**src/rtl/forward_ctrl.sv**
```systemverilog
// Operand-forwarding and load-use hazard controller: shadow EX/MEM/WB destination tracking,
// registered EX operand selects, load-use stall and stall counter. Macro: FWD_WB_BYPASS_EN.
module forward_ctrl (
  input  logic        clk_i,
  input  logic        rst_i,
  input  logic        id_valid_i,
  input  logic [4:0]  id_rs1_i,
  input  logic [4:0]  id_rs2_i,
  input  logic        id_use_rs1_i,
  input  logic        id_use_rs2_i,
  input  logic [4:0]  id_rd_i,
  input  logic        id_regwrite_i,
  input  logic        id_memread_i,
  input  logic        flush_i,
  input  logic        hold_i,
  output logic [1:0]  fwd_a_o,
  output logic [1:0]  fwd_b_o,
  output logic        stall_o,
  output logic [15:0] stall_cnt_o
);

  localparam logic [1:0] SEL_ID   = 2'b00;
  localparam logic [1:0] SEL_WB   = 2'b01;
  localparam logic [1:0] SEL_EX   = 2'b10;
  localparam logic [1:0] SEL_HOLD = 2'b11;

  logic       ex_v_q, ex_rw_q, ex_mr_q;
  logic [4:0] ex_rd_q;
  logic       mem_v_q, mem_rw_q;
  logic [4:0] mem_rd_q;
`ifdef FWD_WB_BYPASS_EN
  logic       wb_v_q, wb_rw_q;
  logic [4:0] wb_rd_q;
`endif
  logic [1:0]  fwd_a_q, fwd_b_q, fwd_a_d, fwd_b_d;
  logic [15:0] stall_cnt_q, stall_cnt_d;
  logic        id_go;

  function automatic logic writes(input logic v, input logic rw, input logic [4:0] rd,
                                  input logic [4:0] r);
    return v & rw & (rd == r) & (rd != 5'd0);
  endfunction

  function automatic logic [1:0] pick(input logic use_r, input logic [4:0] r,
                                      input logic hit_ex, input logic hit_mem,
                                      input logic hit_wb);
    if (!use_r || r == 5'd0) return SEL_ID;
    if (hit_ex)              return SEL_EX;
    if (hit_mem)             return SEL_WB;
    if (hit_wb)              return SEL_HOLD;
    return SEL_ID;
  endfunction

  logic ex_a, ex_b, mem_a, mem_b, wb_a, wb_b;

  always_comb begin
    ex_a  = writes(ex_v_q, ex_rw_q, ex_rd_q, id_rs1_i);
    ex_b  = writes(ex_v_q, ex_rw_q, ex_rd_q, id_rs2_i);
    mem_a = writes(mem_v_q, mem_rw_q, mem_rd_q, id_rs1_i);
    mem_b = writes(mem_v_q, mem_rw_q, mem_rd_q, id_rs2_i);
`ifdef FWD_WB_BYPASS_EN
    wb_a  = writes(wb_v_q, wb_rw_q, wb_rd_q, id_rs1_i);
    wb_b  = writes(wb_v_q, wb_rw_q, wb_rd_q, id_rs2_i);
`else
    // Write-first register file: WB results are already visible through the ID/EX operand.
    wb_a  = 1'b0;
    wb_b  = 1'b0;
`endif
  end

  // A flushed instruction never stalls; it simply becomes a bubble.
  assign stall_o = id_valid_i & ~flush_i & ex_v_q & ex_mr_q & (ex_rd_q != 5'd0) &
                   ((id_use_rs1_i & (id_rs1_i == ex_rd_q)) |
                    (id_use_rs2_i & (id_rs2_i == ex_rd_q)));

  assign id_go = id_valid_i & ~flush_i & ~stall_o;

  always_comb begin
    fwd_a_d     = SEL_ID;
    fwd_b_d     = SEL_ID;
    stall_cnt_d = stall_cnt_q;
    if (id_go) begin
      fwd_a_d = pick(id_use_rs1_i, id_rs1_i, ex_a, mem_a, wb_a);
      fwd_b_d = pick(id_use_rs2_i, id_rs2_i, ex_b, mem_b, wb_b);
    end
    if (stall_o && stall_cnt_q != 16'hFFFF) stall_cnt_d = stall_cnt_q + 16'd1;
  end

  // ID -> EX -> MEM -> WB shadow advance; everything freezes under hold_i.
  always_ff @(posedge clk_i or negedge rst_i) begin
    if (!rst_i) begin
      ex_v_q      <= 1'b0;
      ex_rw_q     <= 1'b0;
      ex_mr_q     <= 1'b0;
      ex_rd_q     <= 5'd0;
      mem_v_q     <= 1'b0;
      mem_rw_q    <= 1'b0;
      mem_rd_q    <= 5'd0;
`ifdef FWD_WB_BYPASS_EN
      wb_v_q      <= 1'b0;
      wb_rw_q     <= 1'b0;
      wb_rd_q     <= 5'd0;
`endif
      fwd_a_q     <= SEL_ID;
      fwd_b_q     <= SEL_ID;
      stall_cnt_q <= 16'd0;
    end else if (!hold_i) begin
      ex_v_q      <= id_go;
      ex_rw_q     <= id_regwrite_i;
      ex_mr_q     <= id_memread_i;
      ex_rd_q     <= id_rd_i;
      mem_v_q     <= ex_v_q;
      mem_rw_q    <= ex_rw_q;
      mem_rd_q    <= ex_rd_q;
`ifdef FWD_WB_BYPASS_EN
      wb_v_q      <= mem_v_q;
      wb_rw_q     <= mem_rw_q;
      wb_rd_q     <= mem_rd_q;
`endif
      fwd_a_q     <= fwd_a_d;
      fwd_b_q     <= fwd_b_d;
      stall_cnt_q <= stall_cnt_d;
    end
  end

  assign fwd_a_o     = fwd_a_q;
  assign fwd_b_o     = fwd_b_q;
  assign stall_cnt_o = stall_cnt_q;

endmodule

```
**config.mk**
```make
export PLATFORM = sky130hd
export DESIGN_NAME = forward_ctrl
export DESIGN_NICKNAME = d
export VERILOG_FILES = /design/src/rtl/forward_ctrl.sv
export SDC_FILE = /design/constraint.sdc
export NUM_CORES = 1
export LEC_CHECK = 0
export BUFFER_PORTS_ARGS = -buffer_cell sky130_fd_sc_hd__clkbuf_2
export CORE_MARGIN = 10
export CORE_UTILIZATION = 53
export DETAILED_ROUTE_END_ITERATION = 12
export HOLD_SLACK_MARGIN = 0.03
export PLACE_DENSITY = 0.84
export SYNTH_ARGS = -nofsm -noshare
export SYNTH_HDL_FRONTEND = slang
export SYNTH_SLANG_ARGS = --single-unit
```
**constraint.sdc**
```tcl
create_clock -name clk_i -period 2.21 [get_ports clk_i]
set_clock_uncertainty 0.1 [all_clocks]
set_input_delay 0.3315 -clock clk_i [delete_from_list [all_inputs] [get_ports clk_i]]
set_output_delay 0.3315 -clock clk_i [all_outputs]
set_load 0.05 [all_outputs]
```
==> out/metrics.yaml <==
power:
  power.share.clock_pct: 26.4
  seq_power_share_pct: 58.4
  power_switching_share_pct: 27.2
  pwr-share-comb_pct: 15.2
  switchingPower_uw: 336
  ir_worst_vdd_mv: 0.396
  power_density_nw_per_um2: 546
  leakage_uw: 0.00105
  intPower_uw: 901
clock_network:
  cts.sinks: 35
  clk_latency_ns: 0.33
  clk_path_buf_depth: 2
  cts_tree: "yes"
  clk_pin_slew_worst_paths_ns: 0.10
  cts_buffers: 5
  h-tree-depth: 2
  cts_root_buffer: "clkbuf_4"
worst_hold_path:
  hold_class: "in2reg"
  hold_end: "ex_v_q"
  min-delay-start: "flush_i"
  whs_path_depth: 2
timing:
  report.final.slew_viol_count: 0
  min_period_ns: 2.14
  maxSlewHeadroom_pct: 43.8
  hold_ws_ns: 0.0964
  final_hold_viol_count: 0
  fmax_ghz: 0.467
  worst_pin_slew_ns: 0.843
  timing.final.crit_share_pct: 97.0
  finalSetupViolCount: 0
worst_setup_path:
  cp-end-kind: "primary output"
  worst-path-buf-inv: 2
  crit_type: "reg2out"
  crit_fanout: 5
  max_stage_delay_ns: 0.45
  crit_chain: "xnor2_1 > nand3_1 > o22ai_2 > nand2_2 > inv_4 > buf_8"
  cpMaxStageDelayCell: "dfrtp_1"
  critPathTopFamily: "flip-flops"
  r2r_end: "stall_cnt_o[1]"
  r2r_setup_slack_ns: 0.22
  rr_worst_depth: 5
  critPathLaunchType: "register"
  cp.arrival_ns: 1.71
  critPathRequiredTime_ns: 1.78
  timing.rr.start: "stall_cnt_o[3]"
floorplanning:
  die_w_um: 79.2
  fp-row-count: 21
  io_pins: 45
  die-height_um: 79.2
  dieArea_um2: 6270
  core_area_um2: 3360
  start_util_pct: 55.2
global_routing:
  met3_usage_pct: 5.97
  grt_usage_pct: 14.2
  first_global_vias: 1480
  grt_use_met2_pct: 21.4
  antenna_found_initial: 0
  grt_max_degree: 36
  grtUsageMet1_pct: 18.0
  overflow: 0
  grt_busiest_layer: "met2"
  grt_pass1_wl_mm: 7.14
logic_synthesis:
  synth_top_area_cell: "dfrtp_1"
  synth_area_leaders: "dfrtp_1, xnor2_1, mux2_2"
  synth_area_um2: 1860
  synth_top_area_share_pct: 47.1
  synth_nets: 192
  synth.avg_cell_area_um2: 11.1
  ys_ff_latch: 35
  yosysUniqueCellTypes: 35
  syn_inst: 167
  synth-warning-count: 0
  ys_seq_area_share_pct: 47.1
drt:
  wl_per_cell_um: 16.0
  firstDrtPassIters: 4
  antenna_left: 0
  num_vias: 1456
  wl_mm: 4.27
  viasPerCell: 5.45
  drt_iter0_drc: 79
  route.detailed.drc: 0
finish:
  mostFrequentLayoutCells: "clkbuf_2, dfrtp_1, xnor2_1"
  nFillCells: 283
  stdcell_area_um2: 2260
  areaGrowthSynthToFinish_pct: 21.9
  nNetsFinal: 245
  final_common_cell: "clkbuf_2"
  drive_above_1_share_pct: 38.9
  regArea_um2: 881
  multi_input_area_um2: 985
  n_antenna_cell: 0
placement:
  dpl.hpwl_mm: 3.30
  gp_congestion: 0.955
  numPortBuffers: 44
  post_dp_cell_area_um2: 2140
status:
  status: "finished, final reports clean"
run:
  maxCapViolations: 0
-- routing by layer --
metal	up-vias	share of wire [%]
met3	5	7.0
met5	-	0
met4	0	1.1
li1	705	-
met1	704	45
met2	42	47
-- synthesized netlist by cell type --
library cell	instances
mux2_2	14
ha_1	1
o41ai_1	1
a21oi_2	2
o2111ai_1	2
buf_1	1
nand4b_1	3
mux2_1	1
and4_1	1
o31ai_1	4
nand2_1	13
nor3_1	7
a31oi_1	1
nor2b_1	1
nand3_4	1
xnor2_1	23
o22ai_2	1
o311a_1	1
nor4_1	2
clkbuf_1	2
nor2_1	7
nor4_4	1
inv_1	4
a41oi_1	1
or3_1	1
dfrtp_1	35
inv_2	1
and3_1	3
or4_1	2
nor3b_1	1
nor4_2	1
nand4_2	1
xor2_1	11
nand3_1	15
or3_4	1
-- power groups by stage --
stage	clock network, uW	logic (uW)	registers, uW
after floorplan	0	117	720
after global placement	0	177	730
after detailed placement	0	179	731
after CTS	338	185	721
after global routing	372	208	729
final	326	188	723
-- stage by stage --
step	TNS, ns	power [uW]	util, %	cells	worst slack (ns)
floorplan	0	837	-	167	0.0757
global placement	0	907	63.6	256	0.201
detailed placement	0	910	63.6	256	0.193
CTS	0	1240	66.5	266	0.00498
global route	-0.000504	1310	67.3	267	-0.000504
finish	0	1240	67.3	267	0.0669
-- worst reg2reg max path, delay by kind of cell (launching register included) --
kind	cells	cell delay [ns]
mux	1	0.33
flops	1	0.48
compound gates	1	0.14
simple gates	3	0.83
-- registers in the layout, indices dropped and copies added, names as in the netlist, 2 cells and up --
name	count
stall_cnt_o	16
ex_rd_q	5
mem_rd_q	5
fwd_a_o	2
fwd_b_o	2
-- area by class of cell --
cell class / instances / share of cell area (%)
clock buffer: 7 / 1.99
inverter: 5 / 0.939
clock inverter: 1 / 0.221
tap: 46 / 2.54
sequential: 35 / 38.9
multi-input combinational: 124 / 43.5
timing repair buffer: 49 / 11.9
-- kinds of logic after synthesis --
kind of cell,after synthesis,share of synthesized area (%)
and+or+nand+nor,61,19.5
DFF,35,47.1
xor gates and xnor gates,34,16.0
muxes,15,9.09
AOI/OAI and AO/OA,13,5.99
buffers and inverters,8,1.62
adders and majority gates,1,0.673
-- what timing repair did --
item / CTS / global route
endpoints found under the setup margin: 1 / 1
gates resized for setup: 8 / 5
pin swaps: 1 / 5
buffers inserted: 1 / 1
endpoints found under the hold margin: 35 / 0
hold buffers: 1 / 0
-- worst max path at each step --
stage,from,endpoint,slack (ns),cells after the start
CTS,ex_rd_q[2],stall_o,0.005,6
finish,ex_rd_q[1],stall_o,0.07,6
global placement,ex_rd_q[2],stall_o,0.20,6
floorplan,stall_cnt_o[3],stall_cnt_o[1],0.08,5
detailed placement,ex_rd_q[3],stall_o,0.19,6
global route,ex_rd_q[1],stall_o,-0.0005,6
(Power assumes the default switching activity.)
